--- config.mk ---
export PLATFORM = sky130hd
export DESIGN_NAME = ex_stage
export DESIGN_NICKNAME = d
export VERILOG_FILES = /design/src/rtl/ex_stage.sv
export SDC_FILE = /design/constraint.sdc
export NUM_CORES = 1
export LEC_CHECK = 0
export CAP_MARGIN = 5
export CORE_AREA = 2 2 133 135
export CTS_CLUSTER_SIZE = 20
export DETAILED_ROUTE_END_ITERATION = 8
export DIE_AREA = 0 0 135 137
export PLACE_DENSITY = 0.85
export REMOVE_ABC_BUFFERS = 1
export SYNTH_ARGS = -nofsm -noshare
export SYNTH_HDL_FRONTEND = slang
export SYNTH_SLANG_ARGS = --single-unit
--- constraint.sdc ---
create_clock -name clk -period 4.22 [get_ports clk]
set_input_delay 0.844 -clock clk [delete_from_list [all_inputs] [get_ports clk]]
set_output_delay 0.844 -clock clk [all_outputs]
set_load 0.01 [all_outputs]
--- src/rtl/ex_stage.sv ---
`default_nettype none
// ============================================================================
// Module   : ex_stage
// Brief    : MIPS32 execute stage: id/ex register, logic/move ops, HI/LO, ex/mem register.
// Revision : 1.0
// ============================================================================
module ex_stage #(
    parameter int DATA_W  = 32,
    parameter int RADDR_W = 5
) (
    input  logic               clk,
    input  logic               rst,
    input  logic               stall,
    input  logic               flush,
    input  logic [7:0]         id_aluop,
    input  logic [2:0]         id_alusel,
    input  logic [DATA_W-1:0]  id_reg1,
    input  logic [DATA_W-1:0]  id_reg2,
    input  logic [RADDR_W-1:0] id_waddr,
    input  logic               id_wr_en,
    output logic               ex_wr_en,
    output logic [RADDR_W-1:0] ex_waddr,
    output logic [DATA_W-1:0]  ex_wdata,
    output logic               mem_wr_en,
    output logic [RADDR_W-1:0] mem_waddr,
    output logic [DATA_W-1:0]  mem_wdata,
    output logic [DATA_W-1:0]  hi_out,
    output logic [DATA_W-1:0]  lo_out
);

    localparam logic [7:0] c_OP_AND  = 8'b0010_0100;
    localparam logic [7:0] c_OP_OR   = 8'b0010_0101;
    localparam logic [7:0] c_OP_XOR  = 8'b0010_0110;
    localparam logic [7:0] c_OP_NOR  = 8'b0010_0111;
    localparam logic [7:0] c_OP_MOVZ = 8'b0000_1010;
    localparam logic [7:0] c_OP_MOVN = 8'b0000_1011;
    localparam logic [7:0] c_OP_MFHI = 8'b0001_0000;
    localparam logic [7:0] c_OP_MTHI = 8'b0001_0001;
    localparam logic [7:0] c_OP_MFLO = 8'b0001_0010;
    localparam logic [7:0] c_OP_MTLO = 8'b0001_0011;

    localparam logic [2:0] c_SEL_LOGIC = 3'b001;
    localparam logic [2:0] c_SEL_MOVE  = 3'b011;

    logic [7:0]         r_aluop;
    logic [2:0]         r_alusel;
    logic [DATA_W-1:0]  r_reg1;
    logic [DATA_W-1:0]  r_reg2;
    logic [RADDR_W-1:0] r_waddr;
    logic               r_wr_en;
    logic [DATA_W-1:0]  r_hi;
    logic [DATA_W-1:0]  r_lo;
    logic               r_mem_wr_en;
    logic [RADDR_W-1:0] r_mem_waddr;
    logic [DATA_W-1:0]  r_mem_wdata;
    logic [DATA_W-1:0]  w_result;

    // id/ex register: flush beats stall so a bubble can be forced while held.
    always_ff @(posedge clk) begin
        if (rst || flush) begin
            r_aluop  <= '0;
            r_alusel <= '0;
            r_reg1   <= '0;
            r_reg2   <= '0;
            r_waddr  <= '0;
            r_wr_en  <= 1'b0;
        end else if (!stall) begin
            r_aluop  <= id_aluop;
            r_alusel <= id_alusel;
            r_reg1   <= id_reg1;
            r_reg2   <= id_reg2;
            r_waddr  <= id_waddr;
            r_wr_en  <= id_wr_en;
        end
    end

    always_comb begin
        w_result = '0;
        if (r_alusel == c_SEL_LOGIC) begin
            case (r_aluop)
                c_OP_AND: w_result = r_reg1 & r_reg2;
                c_OP_OR:  w_result = r_reg1 | r_reg2;
                c_OP_XOR: w_result = r_reg1 ^ r_reg2;
                c_OP_NOR: w_result = ~(r_reg1 | r_reg2);
                default:  w_result = '0;
            endcase
        end else if (r_alusel == c_SEL_MOVE) begin
            case (r_aluop)
                c_OP_MFHI: w_result = r_hi;
                c_OP_MFLO: w_result = r_lo;
                c_OP_MOVZ,
                c_OP_MOVN: w_result = r_reg1;
                default:   w_result = '0;
            endcase
        end
    end

    // A following MFHI/MFLO reads the register directly, so the write lands first.
    always_ff @(posedge clk) begin
        if (rst) begin
            r_hi <= '0;
            r_lo <= '0;
        end else if (!stall) begin
            if (r_aluop == c_OP_MTHI) r_hi <= r_reg1;
            if (r_aluop == c_OP_MTLO) r_lo <= r_reg1;
        end
    end

    always_ff @(posedge clk) begin
        if (rst || stall) begin
            r_mem_wr_en <= 1'b0;
            r_mem_waddr <= '0;
            r_mem_wdata <= '0;
        end else begin
            r_mem_wr_en <= r_wr_en;
            r_mem_waddr <= r_waddr;
            r_mem_wdata <= w_result;
        end
    end

    assign ex_wr_en  = r_wr_en;
    assign ex_waddr  = r_waddr;
    assign ex_wdata  = w_result;
    assign mem_wr_en = r_mem_wr_en;
    assign mem_waddr = r_mem_waddr;
    assign mem_wdata = r_mem_wdata;
    assign hi_out    = r_hi;
    assign lo_out    = r_lo;

endmodule
`default_nettype wire
==> results.sh <==
export IMPL_status="completed"
export IMPL_numClockSinks=183
export IMPL_fin_util_pct=71.0
export IMPL_critPathRequiredTime_ns=3.38
export IMPL_netlist_area_um2=9070
export IMPL_drive_above_1_share_pct=7.50
export IMPL_grt_pass1_wl_mm=40.5
export IMPL_cts_max_path_buffers=2
export IMPL_grt_setup_unrepaired="false"
export IMPL_diodes=0
export IMPL_postRouteAntennaNets=0
export IMPL_crit_arrival_ns=3.07
export IMPL_ys_ff_latch=183
export IMPL_post_cts_buffers=0
export IMPL_htree_levels=4
export IMPL_finalWorstSetupSlack_ns=0.309
export IMPL_die_h_um=137
export IMPL_start_util_pct=53.2
export IMPL_cts_tree="built"
export IMPL_vias=7984
export IMPL_fillers=1289
export IMPL_synth_warnings=0
export IMPL_routed_via_density=5.55
export IMPL_grt_usage_pct=28.1
export IMPL_grt_max_degree=82
export IMPL_wl_mm=26.1
export IMPL_fp_dieW_um=135
export IMPL_yosys_top_cells_area="dfxtp_1 (40%), mux2i_1 (12%), ha_1 (8.8%)"
export IMPL_tightest_slew_ns=1.15
export IMPL_dpl_instance_area_um2=11400
export IMPL_synth_top_area_share_pct=40.4
export IMPL_power_w=0.00387
export IMPL_cap_violations=0
export IMPL_final_cells=1439
export IMPL_die_area_um2=18500
export IMPL_core_rowCount=48
export IMPL_min_path_type="register to register"
export IMPL_grt_overflow_total=0
export IMPL_dr_pass1_iters=5
export IMPL_hpwl_mm=16.4
export IMPL_dpl_cell_count=1408
export IMPL_fp_coreArea_um2=17100
export IMPL_io_pins=225
export IMPL_setup_violations=0
export IMPL_p_leak_nw=5.00
export IMPL_route_detailed_drc=0
export IMPL_clockRootBuffer="clkbuf_16"
export IMPL_synthDistinctLibCells=29
export IMPL_area_delta_synth_final_pct=33.5
export IMPL_syn_inst=1020
export IMPL_ctsResizeCount=0
export IMPL_final_cell_area_um2=12100
export IMPL_postCtsHoldBufs=0
export IMPL_crit_fanout=38
export IMPL_clock_latency_ns=0.43
export IMPL_startpoint_type="register"
export IMPL_finalCritPeriodShare_pct=92.7
export IMPL_end_kind="output port"
export IMPL_period_needed_ns=3.91
export IMPL_peakVddDrop_mv=0.294
export IMPL_fmax_ghz=0.256
export IMPL_first_iter_violations=488
export IMPL_place_gp_congestion=0.800
export IMPL_grt_pass1_vias=7933
export IMPL_syn_avg_cell_area_um2=8.89
export IMPL_yosysSeqAreaShare_pct=40.4
export IMPL_fin_nets=1351
export IMPL_numCtsBuffers=17
export IMPL_antenna_found_initial=0
export IMPL_report_final_slew_viol_count=0
export IMPL_clk_pin_slew_ns=0.07
export IMPL_wl_per_cell_um=18.1
export IMPL_path_class="register to output port"
export IMPL_pre_cts_slack_ns=0.712
export IMPL_hold_viol=0
export IMPL_final_cell_mix="clkdlybuf4s50_1 (222), dfxtp_1 (181), nand2_1 (128)"
export IMPL_fin_worst_skew_ns=0.0101
export IMPL_yosysTopAreaCell="dfxtp_1"
export IMPL_max_slew_margin_rel_pct=23.3
export IMPL_mostFrequentLayoutCell="clkdlybuf4s50_1"
export IMPL_port_buffers=224
export IMPL_power_density_nw_per_um2=320
## area by class of cell
cell class	count	area (µm²)	area share [%]
multi-input cells	697	4920	40.6
flip-flops and latches	183	3670	30.3
inverters	65	244	2.02
repair buffers	238	2340	19.3
clock inverters	11	196	1.62
well taps	225	282	2.33
clock buffers	20	457	3.77
## worst paths after layout
path | cells after the start | from | slack (ns) | end
setup / recovery | 5 | r_aluop[1]$_SDFFE_PP0N_ | 0.31 | ex_wdata[14]
hold / removal | 2 | hi_out[17]$_SDFFE_PP0P_ | 0.47 | hi_out[17]$_SDFFE_PP0P_
setup reg to reg | 5 | r_aluop[7]$_SDFFE_PP0N_ | 1.72 | hi_out[16]$_SDFFE_PP0P_
hold reg to reg | 2 | hi_out[17]$_SDFFE_PP0P_ | 0.47 | hi_out[17]$_SDFFE_PP0P_
## cell families after synthesis
logic type | after synthesis | share of synthesized area, %
XOR/XNOR | 32 | 3.09
multiplexers | 145 | 16.4
flip-flops | 183 | 40.4
buffers and inverters | 140 | 6.03
AO/OA/AOI/OAI | 161 | 11.6
adder cells (fa/ha/maj) | 64 | 8.83
AND/OR/NAND/NOR | 295 | 13.6
## registers in the layout (all words and copies together) (netlist names)
| register | cells |
|---|---|
| r_alusel | 3 |
| r_reg2 | 32 |
| r_aluop | 8 |
| lo_out | 32 |
| mem_waddr | 5 |
| mem_wr_en | 1 |
| mem_wdata | 32 |
| ex_wr_en | 1 |
| r_reg1 | 32 |
| hi_out | 32 |
| ex_waddr | 5 |
## report_power, final
part	internal (W)	total (W)	leakage (nW)	switching (W)
sequential	0.00175	0.00179	1.48	0.0000351
combinational	0.000153	0.000307	3.20	0.000154
clock	0.00108	0.00178	0.313	0.000696
## metrics by stage
stage,TNS [ns],hold WS [ns]
finish,0,0.474
global route,0,0.495
CTS,0,0.473
detailed placement,0,0.464
global placement,0,0.457
floorplan,-84.16,0.455
## cell usage after synthesis
master	n
a21oi_1	64
ha_1	64
a22oi_1	31
nor4b_1	1
o2111ai_1	1
o211ai_1	32
and2_1	6
and3b_1	1
buf_1	6
nor2_1	115
mux2i_1	113
inv_1	65
clkbuf_1	52
or2_2	2
nor3b_1	1
xor2_1	32
a32oi_1	1
and4_1	1
nor4bb_1	2
mux2_2	32
nor4_4	1
buf_2	17
nor4b_2	1
dfxtp_1	183
and3_1	1
nand2_1	128
nand3_1	34
nor2b_1	1
a21o_1	32
## worst max-delay path: stages (launching register included)
cell and delay (ns):
dfxtp_4 0.72, and3b_2 0.31, o2111ai_4 0.57, a21o_1 0.38
nand2_1 0.08, clkdlybuf4s50_1 0.55
## metal layers
layer	wire, µm	GRT usage (%)	up-vias
met2	12500	47.0	323
met3	1870	6.41	63
met5	0	0	-
met1	11000	34.7	3796
li1	-	-	3802
met4	757	12.3	0
Power figures use the tool's default switching activity.
